===== config.mk =====
export PLATFORM = sky130hd
export DESIGN_NAME = sub_reg_pipe_flat
export DESIGN_NICKNAME = d
export VERILOG_FILES = /design/src/rtl/sub_reg_pkg.sv /design/src/rtl/sub_reg_pipe_if.sv /design/src/rtl/sub_reg_pipe_stage.sv /design/src/rtl/sub_reg_pipe.sv /design/src/flat_wrapper.sv
export SDC_FILE = /design/constraint.sdc
export NUM_CORES = 1
export LEC_CHECK = 0
export BUFFER_PORTS_ARGS = -buffer_cell sky130_fd_sc_hd__buf_2
export CAP_MARGIN = 40
export CORE_MARGIN = 5
export CORE_UTILIZATION = 50
export CTS_CLUSTER_DIAMETER = 80
export DETAILED_ROUTE_END_ITERATION = 8
export PLACE_DENSITY_LB_ADDON = 0.12
export SYNTH_ARGS = -nofsm -noshare
export SYNTH_HDL_FRONTEND = slang
export SYNTH_HIERARCHICAL = 1
export SYNTH_SLANG_ARGS = --single-unit

===== constraint.sdc =====
create_clock -name clk -period 1.9 [get_ports clk]
set_input_delay 0.57 -clock clk [delete_from_list [all_inputs] [get_ports clk]]
set_output_delay 0.57 -clock clk [all_outputs]
set_load 0.02 [all_outputs]

===== src/rtl/sub_reg_pkg.sv =====
// Shared types and the subtract helper for the registered subtractor pipeline.
// Optional macro SUB_REG_SAT_EN clamps the difference to zero whenever a borrow occurs.
package sub_reg_pkg;

    localparam int SUB_W     = 2;
    localparam int SUB_MAX_W = 32;

    typedef struct packed {
        logic             borrow;
        logic [SUB_W-1:0] diff;
    } sub_res_t;

    typedef struct packed {
        logic                 borrow;
        logic [SUB_MAX_W-1:0] diff;
    } sub_wide_t;

    // Operands arrive zero-extended to SUB_MAX_W.
    // The extra top bit of the subtract is the borrow.
    function automatic sub_wide_t sub_diff(input logic [SUB_MAX_W-1:0] a,
                                           input logic [SUB_MAX_W-1:0] b);
        logic [SUB_MAX_W:0] wide;
        sub_wide_t          res;
        wide       = {1'b0, a} - {1'b0, b};
        res.borrow = wide[SUB_MAX_W];
        res.diff   = wide[SUB_MAX_W-1:0];
`ifdef SUB_REG_SAT_EN
        if (res.borrow) res.diff = '0;
`else
        res.diff = res.diff;
`endif
        return res;
    endfunction

endpackage


===== src/rtl/sub_reg_pipe_if.sv =====
// Operand/result handshake bundle for sub_reg_pipe; master drives operands and result-ready.
interface sub_reg_pipe_if #(parameter int WIDTH = 2);

    logic             in_valid;
    logic             in_ready;
    logic [WIDTH-1:0] a;
    logic [WIDTH-1:0] b;
    logic             out_valid;
    logic             out_ready;
    logic [WIDTH-1:0] diff;
    logic             borrow;

    modport master (
        output in_valid, a, b, out_ready,
        input  in_ready, out_valid, diff, borrow
    );

    modport slave (
        input  in_valid, a, b, out_ready,
        output in_ready, out_valid, diff, borrow
    );

endinterface


===== src/rtl/sub_reg_pipe_stage.sv =====
// One valid/ready register slice; the held word only changes when a new item is accepted.
module pipe_stage #(
    parameter int DW = 4
) (
    input  logic          clk,
    input  logic          rst,
    input  logic          in_valid,
    output logic          in_ready,
    input  logic [DW-1:0] in_data,
    output logic          out_valid,
    input  logic          out_ready,
    output logic [DW-1:0] out_data
);

    logic          valid_q;
    logic [DW-1:0] data_q;

    // Ready while empty or while the current item leaves downstream this cycle.
    assign in_ready  = ~valid_q | out_ready;
    assign out_valid = valid_q;
    assign out_data  = data_q;

    always_ff @(posedge clk or posedge rst) begin
        if (rst) begin
            valid_q <= 1'b0;
            data_q  <= '0;
        end else if (in_ready) begin
            valid_q <= in_valid;
            if (in_valid) data_q <= in_data;
        end
    end

endmodule


===== src/rtl/sub_reg_pipe.sv =====
// Two-stage registered a-b with valid/ready flow control and a saturating borrow counter.
// Define SUB_REG_SAT_EN to clamp the difference to zero on borrow (see sub_reg_pkg).
module sub_reg_pipe
    import sub_reg_pkg::*;
#(
    parameter int WIDTH = SUB_W,
    parameter int CNT_W = 8
) (
    input  logic             clk,
    input  logic             rst,
    sub_reg_pipe_if.slave    bus,
    input  logic             brw_clr,
    output logic [CNT_W-1:0] brw_cnt
);

    logic               s1_valid;
    logic               s2_ready;
    logic [2*WIDTH-1:0] s1_data;
    logic [WIDTH:0]     s2_data;
    sub_wide_t          res;
    logic               unused_hi;
    logic               brw_fire;

    pipe_stage #(.DW(2*WIDTH)) u_s1 (
        .clk       (clk),
        .rst       (rst),
        .in_valid  (bus.in_valid),
        .in_ready  (bus.in_ready),
        .in_data   ({bus.a, bus.b}),
        .out_valid (s1_valid),
        .out_ready (s2_ready),
        .out_data  (s1_data)
    );

    // Subtract sits between the slices so S2 registers the finished result.
    assign res       = sub_diff(SUB_MAX_W'(s1_data[2*WIDTH-1:WIDTH]),
                                SUB_MAX_W'(s1_data[WIDTH-1:0]));
    assign unused_hi = &{1'b0, res.diff[SUB_MAX_W-1:WIDTH]};

    pipe_stage #(.DW(WIDTH+1)) u_s2 (
        .clk       (clk),
        .rst       (rst),
        .in_valid  (s1_valid),
        .in_ready  (s2_ready),
        .in_data   ({res.borrow, res.diff[WIDTH-1:0]}),
        .out_valid (bus.out_valid),
        .out_ready (bus.out_ready),
        .out_data  (s2_data)
    );

    assign bus.diff   = s2_data[WIDTH-1:0];
    assign bus.borrow = s2_data[WIDTH];
    assign brw_fire   = bus.out_valid & bus.out_ready & bus.borrow;

    // Clear beats a coincident increment; the count sticks at all-ones.
    always_ff @(posedge clk or posedge rst) begin
        if (rst) begin
            brw_cnt <= '0;
        end else if (brw_clr) begin
            brw_cnt <= '0;
        end else if (brw_fire && (brw_cnt != {CNT_W{1'b1}})) begin
            brw_cnt <= brw_cnt + CNT_W'(1);
        end
    end

endmodule


===== src/flat_wrapper.sv =====
// flat-port wrapper written by rule: the top's interface ports become plain ports
module sub_reg_pipe_flat import sub_reg_pkg::*;
#(
    parameter int WIDTH = SUB_W,
    parameter int CNT_W = 8
)
  (clk, rst, brw_clr, brw_cnt, bus_in_valid, bus_a, bus_b, bus_out_ready, bus_in_ready, bus_out_valid, bus_diff, bus_borrow);
  sub_reg_pipe_if #(.WIDTH(WIDTH)) bus_i ();
  input  logic clk;
  input  logic rst;
  input  logic brw_clr;
  output logic [CNT_W-1:0] brw_cnt;
  input wire logic [$bits(bus_i.in_valid)-1:0] bus_in_valid;
  input wire logic [$bits(bus_i.a)-1:0] bus_a;
  input wire logic [$bits(bus_i.b)-1:0] bus_b;
  input wire logic [$bits(bus_i.out_ready)-1:0] bus_out_ready;
  output wire logic [$bits(bus_i.in_ready)-1:0] bus_in_ready;
  output wire logic [$bits(bus_i.out_valid)-1:0] bus_out_valid;
  output wire logic [$bits(bus_i.diff)-1:0] bus_diff;
  output wire logic [$bits(bus_i.borrow)-1:0] bus_borrow;
  assign bus_i.in_valid = bus_in_valid;
  assign bus_i.a = bus_a;
  assign bus_i.b = bus_b;
  assign bus_i.out_ready = bus_out_ready;
  assign bus_in_ready = bus_i.in_ready;
  assign bus_out_valid = bus_i.out_valid;
  assign bus_diff = bus_i.diff;
  assign bus_borrow = bus_i.borrow;
  sub_reg_pipe #(.WIDTH(WIDTH), .CNT_W(CNT_W)) u_core (.clk(clk), .rst(rst), .bus(bus_i), .brw_clr(brw_clr), .brw_cnt(brw_cnt));
endmodule

======== Word level (Yosys, flattened, before mapping) ========
Index checks and enable logic that the tools add are counted.
word-level totals
  register bits after elaboration ......... 17
  logic and storage cells ................. 20
operators by class
  bitwise logic cells ..................... 6
  multiplexer cells ....................... 2
  reduce and logical (&&, ||, !) cells .... 4
  eq/ne operators ......................... 1
  add/sub/neg operators ................... 2
operators with widths
  kind                                         count
  2-to-1 mux 8 bit                             2
  adder 8 x 1 -> 8 bit, second input constant  1
  != test 8 bit, second input constant         1
  AND reduction 2 bit                          2
  subtractor 2 x 2 -> 3 bit                    1
  AND 1 bit                                    2
  NOT 1 bit                                    2
  bitwise OR 1 bit                             2
  nonzero test 2 bit                           1
  logical AND 1 bit                            1

======== Depth between registers and ports, before layout ========
Gate-level depths: netlist (run 1).
  depth after elaboration ................. 5
  gate-level depth with buffers ........... 5
  gate-level depth less buffers ........... 5

======== Modules after synthesis ========
The synthesis (run 1) kept the hierarchy.
modules (own cells, without submodules)
  module                    sequential area each (µm²)  cells each  instances  area each (µm²)
  sub_reg_pipe              200.2                       54          1          470.5
  pipe_stage (u_core.u_s1)  125.1                       13          1          221.5
  pipe_stage (u_core.u_s2)  100.1                       11          1          181.4

======== Least setup slack after synthesis (run 1) ========
No wires, ideal clock.
  path type ............................... register to register
  start point ............................. register u_core.u_s2.valid_q (netlist: u_core/u_s2/out_valid)
  end point ............................... register u_core.brw_cnt[5]
  clock period less this slack ............ 1,642 ps
  slack ................................... 258 ps
  cell stages (with the launch flop) ...... 5
  arrival time ............................ 1,564 ps
  path buffers ............................ 0
  cells stage by stage .................... dfrtp_1 nand3_1 or2_1 or4_1 a21oi_1
between the ends
  longest elaborated chain between the ends .. 4
ends and longest elaborated chain
  what                                 RTL line                  RTL
  from (decl)                          sub_reg_pipe_stage.sv:15  logic valid_q;
  from (signal assigned)               sub_reg_pipe_stage.sv:28  valid_q <= in_valid;
  AND 1 bit (2 in a row)               sub_reg_pipe.sv:53        assign brw_fire = bus.out_valid & bus.out_ready & bus.borrow;
  logical AND 1 bit                    sub_reg_pipe.sv:61        end else if (brw_fire && (brw_cnt != {CNT_W{1'b1}})) begin
  nonzero test 2 bit (no source line)  -
  to (signal assigned)                 sub_reg_pipe.sv:62        brw_cnt <= brw_cnt + CNT_W'(1);
  to (decl)                            sub_reg_pipe.sv:13        output logic [CNT_W-1:0] brw_cnt
No other way between the ends.
A chain may end at the register's enable or synchronous reset.

======== Worst setup path in the final report (run 1) ========
  start point ............................. input port bus_out_ready
  end point ............................... output port bus_in_ready
between the ends
  longest elaborated chain between the ends .. 2
ends and longest elaborated chain
  what                       RTL line                  RTL
  from (decl)                flat_wrapper.sv:16        input wire logic [$bits(bus_i.out_ready)-1:0] bus_out_ready;
  bitwise OR 1 bit           sub_reg_pipe_stage.sv:19  assign in_ready = ~valid_q | out_ready;
  named net u_core.s2_ready  sub_reg_pipe.sv:17        logic s2_ready;
  bitwise OR 1 bit           sub_reg_pipe_stage.sv:19
  to (decl)                  flat_wrapper.sv:17        output wire logic [$bits(bus_i.in_ready)-1:0] bus_in_ready;
The timed path passes the listed nets, and every way through them passes these cells.

==> flow_metrics.tcl, run 1 <==
set metrics [dict create \
    worst_pin_slew_ps 366.4 \
    routedWlPerCell_um 13.66 \
    die_h_um 51.80 \
    core_um2 1689 \
    vias 631 \
    post-cts-setup-buffers 0 \
    path_cells "buf_2 > nand2b_4 > nand2b_4 > buf_2" \
    final_common_cell "buf_2" \
    syn-num-nets 90 \
    cts_num_sinks 17 \
    overflow 0 \
    syn2layout_area_growth_pct 17.91 \
    synth.area.mux_share_pct 13.18 \
    synthArstFlopShare_pct 100.0 \
    clk_pin_slew_ps 90 \
    endpoint_kind "primary output" \
    grt_use_total_pct 13.95 \
    dp_hpwl_um 1310 \
    pin_count 22 \
    path_max_fanout 3 \
    dieWidth_um 51.80 \
    synth_top_area_share_pct 48.71 \
    syn-instance-count 78 \
    slowest_stage "nand2b_4" \
    p_leak_uw 0.0005480 \
    antenna_found_initial 0 \
    numPortBuffers 21 \
    final_cell_mix "buf_2, dfrtp_1, inv_1, nor2_1, mux2_4" \
    synth_warnings 6 \
    synth_area_leaders "dfrtp_1, mux2_4, inv_1" \
    hold_buffers 0 \
    postRouteAntennaNets 0 \
    p_comb_share_pct 27.6 \
    cts_tree "done" \
    syn_area_um2 873.3 \
    tns_ps 0 \
    antenna_cells 0 \
    worstPathRequired_ps 1330 \
    drv_slew 0 \
    internal-power_uw 608.5 \
    drive_gt1_share_pct 35.92 \
    root_buffer "clkbuf_4" \
    ys_ff_latch 17 \
    via_per_inst 5.258 \
    maxSlewHeadroom_pct 75.31 \
    dieArea_um2 2683 \
    pwr-share-seq_pct 50.9 \
    ys_seq_area_share_pct 48.71 \
    fin_crit_ps 1730 \
    finalHoldViolCount 0 \
    p_switching_uw 263.4 \
    hold_class "input pin to asynchronous set/reset pin" \
    synth_simple_gate_area_share_pct 22.64 \
    drt_first_pass_iters 4 \
    synth_xor_area_share_pct 1.003 \
    p_per_area_nw_per_um2 846.7 \
    drt_iter0_drc 4 \
    cts_resized 0 \
    ys.flop_type "dfrtp_1" \
    vdd_drop_max_v 0.0006320 \
    worstSetupStartpointType "input pin" \
    synth_fa_ha_area_share_pct 5.158 \
    grt_pass1_wl_um 2760 \
    ctsLongestPathBuffers 2 \
    clock_power_share_pct 21.4 \
    switching_share_pct 30.21 \
    cap_violations 0 \
    fmax_mhz 578.1 \
    rows 15 \
    drt_wl_total_um 1639 \
    finalSetupViolations 0 \
    synth_edf_count 0 \
    htreeDepth 1 \
    drc 0 \
    start_util_pct 51.70 \
    clk_latency_ps 280 \
    crit_arrival_ps 1160 \
    cts_buffers 3 \
    regToRegSetupSlack_ps 330 \
    rsz0062_at_grt "false" \
    outcome "completed" \
    max_stage_delay_ps 160 \
    synth-compound-area-share_pct 5.444 \
    first_global_vias 650 \
    place.gp.congestion 0.7352 \
    syn_avg_cell_area_um2 11.20 \
    fin_total_pwr_uw 871.9 \
    skew_ps 1.314 \
    synth.distinct_cells 26 \
    critical_path_class "input pin to primary output" \
    yosysTopAreaCell "dfrtp_1" \
    grt_max_degree 10 \
    nets 116 \
    synth_top_family_by_area "simple AND/OR/NAND/NOR gates" \
    finalCritPeriodShare_pct 91.04 \
]
## cell families after synthesis
family                   Yosys count
XOR/XNOR                           1
buffers and inverters              9
flip-flops                        17
adder cells (fa/ha/maj)            3
AND/OR/NAND/NOR                   32
multiplexers                       8
AO/OA/AOI/OAI                      8
## state kept, by name, summed over array words and instances (netlist names)
signal,flops
u_core/u_s1/out_valid,1
u_core/u_s1/out_data,4
u_core/u_s2/out_valid,1
u_core/u_s2/out_data,3
u_core/brw_cnt,8
## path summary, 6_finish.rpt
check | from | endpoint | depth (start not counted)
hold reg to reg | u_core/u_s2/out_data[1] | u_core/u_s2/out_data[1] | 1
setup reg to reg | u_core/brw_cnt[0] | u_core/brw_cnt[5] | 5
setup / recovery | bus_out_ready | bus_in_ready | 4
max in group asynchronous | rst | u_core/brw_cnt[1] | 2
hold / removal | rst | u_core/u_s2/out_data[1] | 2
min in group clk | bus_a[0] | u_core/u_s1/out_data[2] | 2
## per-stage QoR
step                      util (%)  hold WS, ps  instances  instance area (um^2)  worst slack [ps]
after floorplan                  -        336.1         78                 873.3             258.4
after global placement       59.41        486.0        116                  1003             178.7
after detailed placement     59.41        485.9        116                  1003             133.2
after CTS                    60.96        169.2        120                  1030             167.0
after global routing         60.96        173.0        120                  1030             137.7
final                        60.96        177.7        120                  1030             170.3
## metal layers
metal	GRT usage [%]	routed length (um)
met2	24.79	875
met1	15.09	676
met3	4.011	73
met5	0	0
met4	6.550	14
## cells in the mapped netlist (2+ instances only)
master     n
a21oi_1    3
and3_1     3
dfrtp_1   17
ha_1       2
inv_1      8
mux2_4     7
nand2_1    2
nand2_4    2
nand2b_4   2
nand3_1    4
nor2_1     7
nor3_1     5
o21ai_0    2
or2b_1     2
## critical path, delay by kind of cell
family,cells,cell delay (ps)
buf+inv,2,270
simple gates,2,310
## final cells by class
class                      instances  area [um^2]
fill                             149        659.4
sequential                        17        425.4
multi-input combinational         52        414.1
timing repair buffer              22        112.6
inverter                           8        30.03
clock buffer                       4        26.28
tap                               17        21.27
## power by group through the flow
stage               clock [uW]  combinational (uW)  sequential, uW
finish                     187                 241             444
global placement             0                 243             449
global route               217                 264             452
floorplan                    0                 128             489
CTS                        196                 246             445
detailed placement           0                 244             452
No activity file was read; power rests on OpenSTA's default activity.
==> run 2, diff against run 1 <==
--- a/config.mk
+++ b/config.mk
@@ -11,7 +11,7 @@
 export CORE_UTILIZATION = 50
 export CTS_CLUSTER_DIAMETER = 80
 export DETAILED_ROUTE_END_ITERATION = 8
-export PLACE_DENSITY_LB_ADDON = 0.12
+export PLACE_DENSITY = 0.76
 export SYNTH_ARGS = -nofsm -noshare
 export SYNTH_HDL_FRONTEND = slang
 export SYNTH_HIERARCHICAL = 1
==> flow_metrics.tcl, run 2 (synthesized netlist as in run 1, its figures left out) <==
set metrics [dict create \
    outcome "completed" \
    worstPathRequired_ps 1330 \
    ctsLongestPathBuffers 2 \
    drt_first_pass_iters 4 \
    die_h_um 51.80 \
    largest_register_ffs 8 \
    overflow 0 \
    root_buffer "clkbuf_4" \
    antenna_cells 0 \
    start_util_pct 51.70 \
    worstSetupStartpointType "input pin" \
    regToRegSetupSlack_ps 220 \
    cts_num_sinks 17 \
    clk_latency_ps 290 \
    num-fill-cells 150 \
    crit_arrival_ps 1170 \
    htreeDepth 1 \
    grt_pass1_wl_um 3125 \
    cts_tree "done" \
    fmax_mhz 573.9 \
    final_common_cell "buf_2" \
    drt_iter0_drc 13 \
    rsz0062_at_grt "false" \
    path_max_fanout 3 \
    routedWlPerCell_um 15.87 \
    clk_pin_slew_ps 90 \
    cap_violations 0 \
    final_cell_mix "buf_2, dfrtp_1, inv_1, nor2_1, mux2_4" \
    fin_total_pwr_uw 872.7 \
    maxSlewHeadroom_pct 74.66 \
    syn2layout_area_growth_pct 17.05 \
    rows 15 \
    dieWidth_um 51.80 \
    reg2reg_to "u_core/brw_cnt[5]" \
    dp_cells 115 \
    vdd_drop_max_v 0.0004750 \
    dpl_cell_area_um2 996.0 \
    dp_hpwl_um 1456 \
    pin_count 22 \
    post-cts-setup-buffers 0 \
    dieArea_um2 2683 \
    vias 687 \
    fin_crit_ps 1742 \
    finalSetupViolations 0 \
    finalHoldViolCount 0 \
    drt_wl_total_um 1888 \
    postRouteAntennaNets 0 \
    p_leak_uw 0.0005437 \
    cts_buffers 3 \
    drc 0 \
    critical_path_class "input pin to primary output" \
    numPortBuffers 21 \
    grt_use_total_pct 16.30 \
    p_per_area_nw_per_um2 853.7 \
    r2r_cells 4 \
    nets 115 \
    core_um2 1689 \
    instances_no_fill 119 \
    hold_buffers 0 \
    place_ws_ps 72.79 \
    hold_class "input pin to asynchronous set/reset pin" \
    finalCritPeriodShare_pct 91.70 \
    largest_register "u_core/brw_cnt" \
    first_global_vias 691 \
    skew_ps 4.871 \
    drive_gt1_share_pct 35.29 \
    worst_pin_slew_ps 376.1 \
    tns_ps 0 \
    r2r-start "u_core/u_s2/out_valid" \
    fin_ws_ps 157.7 \
    via_per_inst 5.773 \
    endpoint_kind "primary output" \
    design_area_um2 1022 \
    grt_max_degree 10 \
    drv_slew 0 \
    cts_resized 0 \
    antenna_found_initial 0 \
    place.gp.congestion 0.7678 \
]
==> run 2: routing by layer <==
| metal | track usage [%] | part of all wire, % |
|---|---|---|
| met1 | 17.95 | 39 |
| met2 | 29.45 | 55 |
| met3 | 4.298 | 5.0 |
| met4 | 6.550 | 1.3 |
| met5 | 0 | 0 |
==> run 2: layout make-up <==
| cell class | count | area (um^2) | share of cell area (%) |
|---|---|---|---|
| inverter | 8 | 30.03 | 2.938 |
| sequential | 17 | 425.4 | 41.62 |
| clock buffer | 4 | 26.28 | 2.570 |
| tap | 17 | 21.27 | 2.081 |
| timing repair buffer | 21 | 105.1 | 10.28 |
| multi-input combinational | 52 | 414.1 | 40.51 |
==> run 2: worst max-delay path, stage by stage <==
cell	delay, ps
buf_2	120
nand2b_4	150
nand2b_4	160
buf_2	160
==> run 2: worst max path at each step <==
stage	slack, ps	end	cells past startpoint	startpoint
after floorplan	260	u_core/brw_cnt[5]	4	u_core/u_s2/out_valid
after global placement	120	u_core/brw_cnt[5]	5	bus_out_ready
after detailed placement	70	u_core/brw_cnt[5]	5	bus_out_ready
after CTS	140	bus_in_ready	3	u_core/u_s2/out_valid
after global routing	90	bus_in_ready	3	u_core/u_s2/out_valid
final	160	bus_in_ready	4	bus_out_ready
==> run 2: stage by stage <==
step,hold slack (ps),util (%)
after CTS,156.8,60.52
after floorplan,336.1,-
after detailed placement,483.8,58.96
after global placement,479.7,58.96
final,167.5,60.52
after global routing,173.3,60.52
==> run 2: power breakdown <==
group          switching [uW]  internal (uW)
clock                     109           81.7
sequential               40.1            409
combinational             119            114
total                     268            604
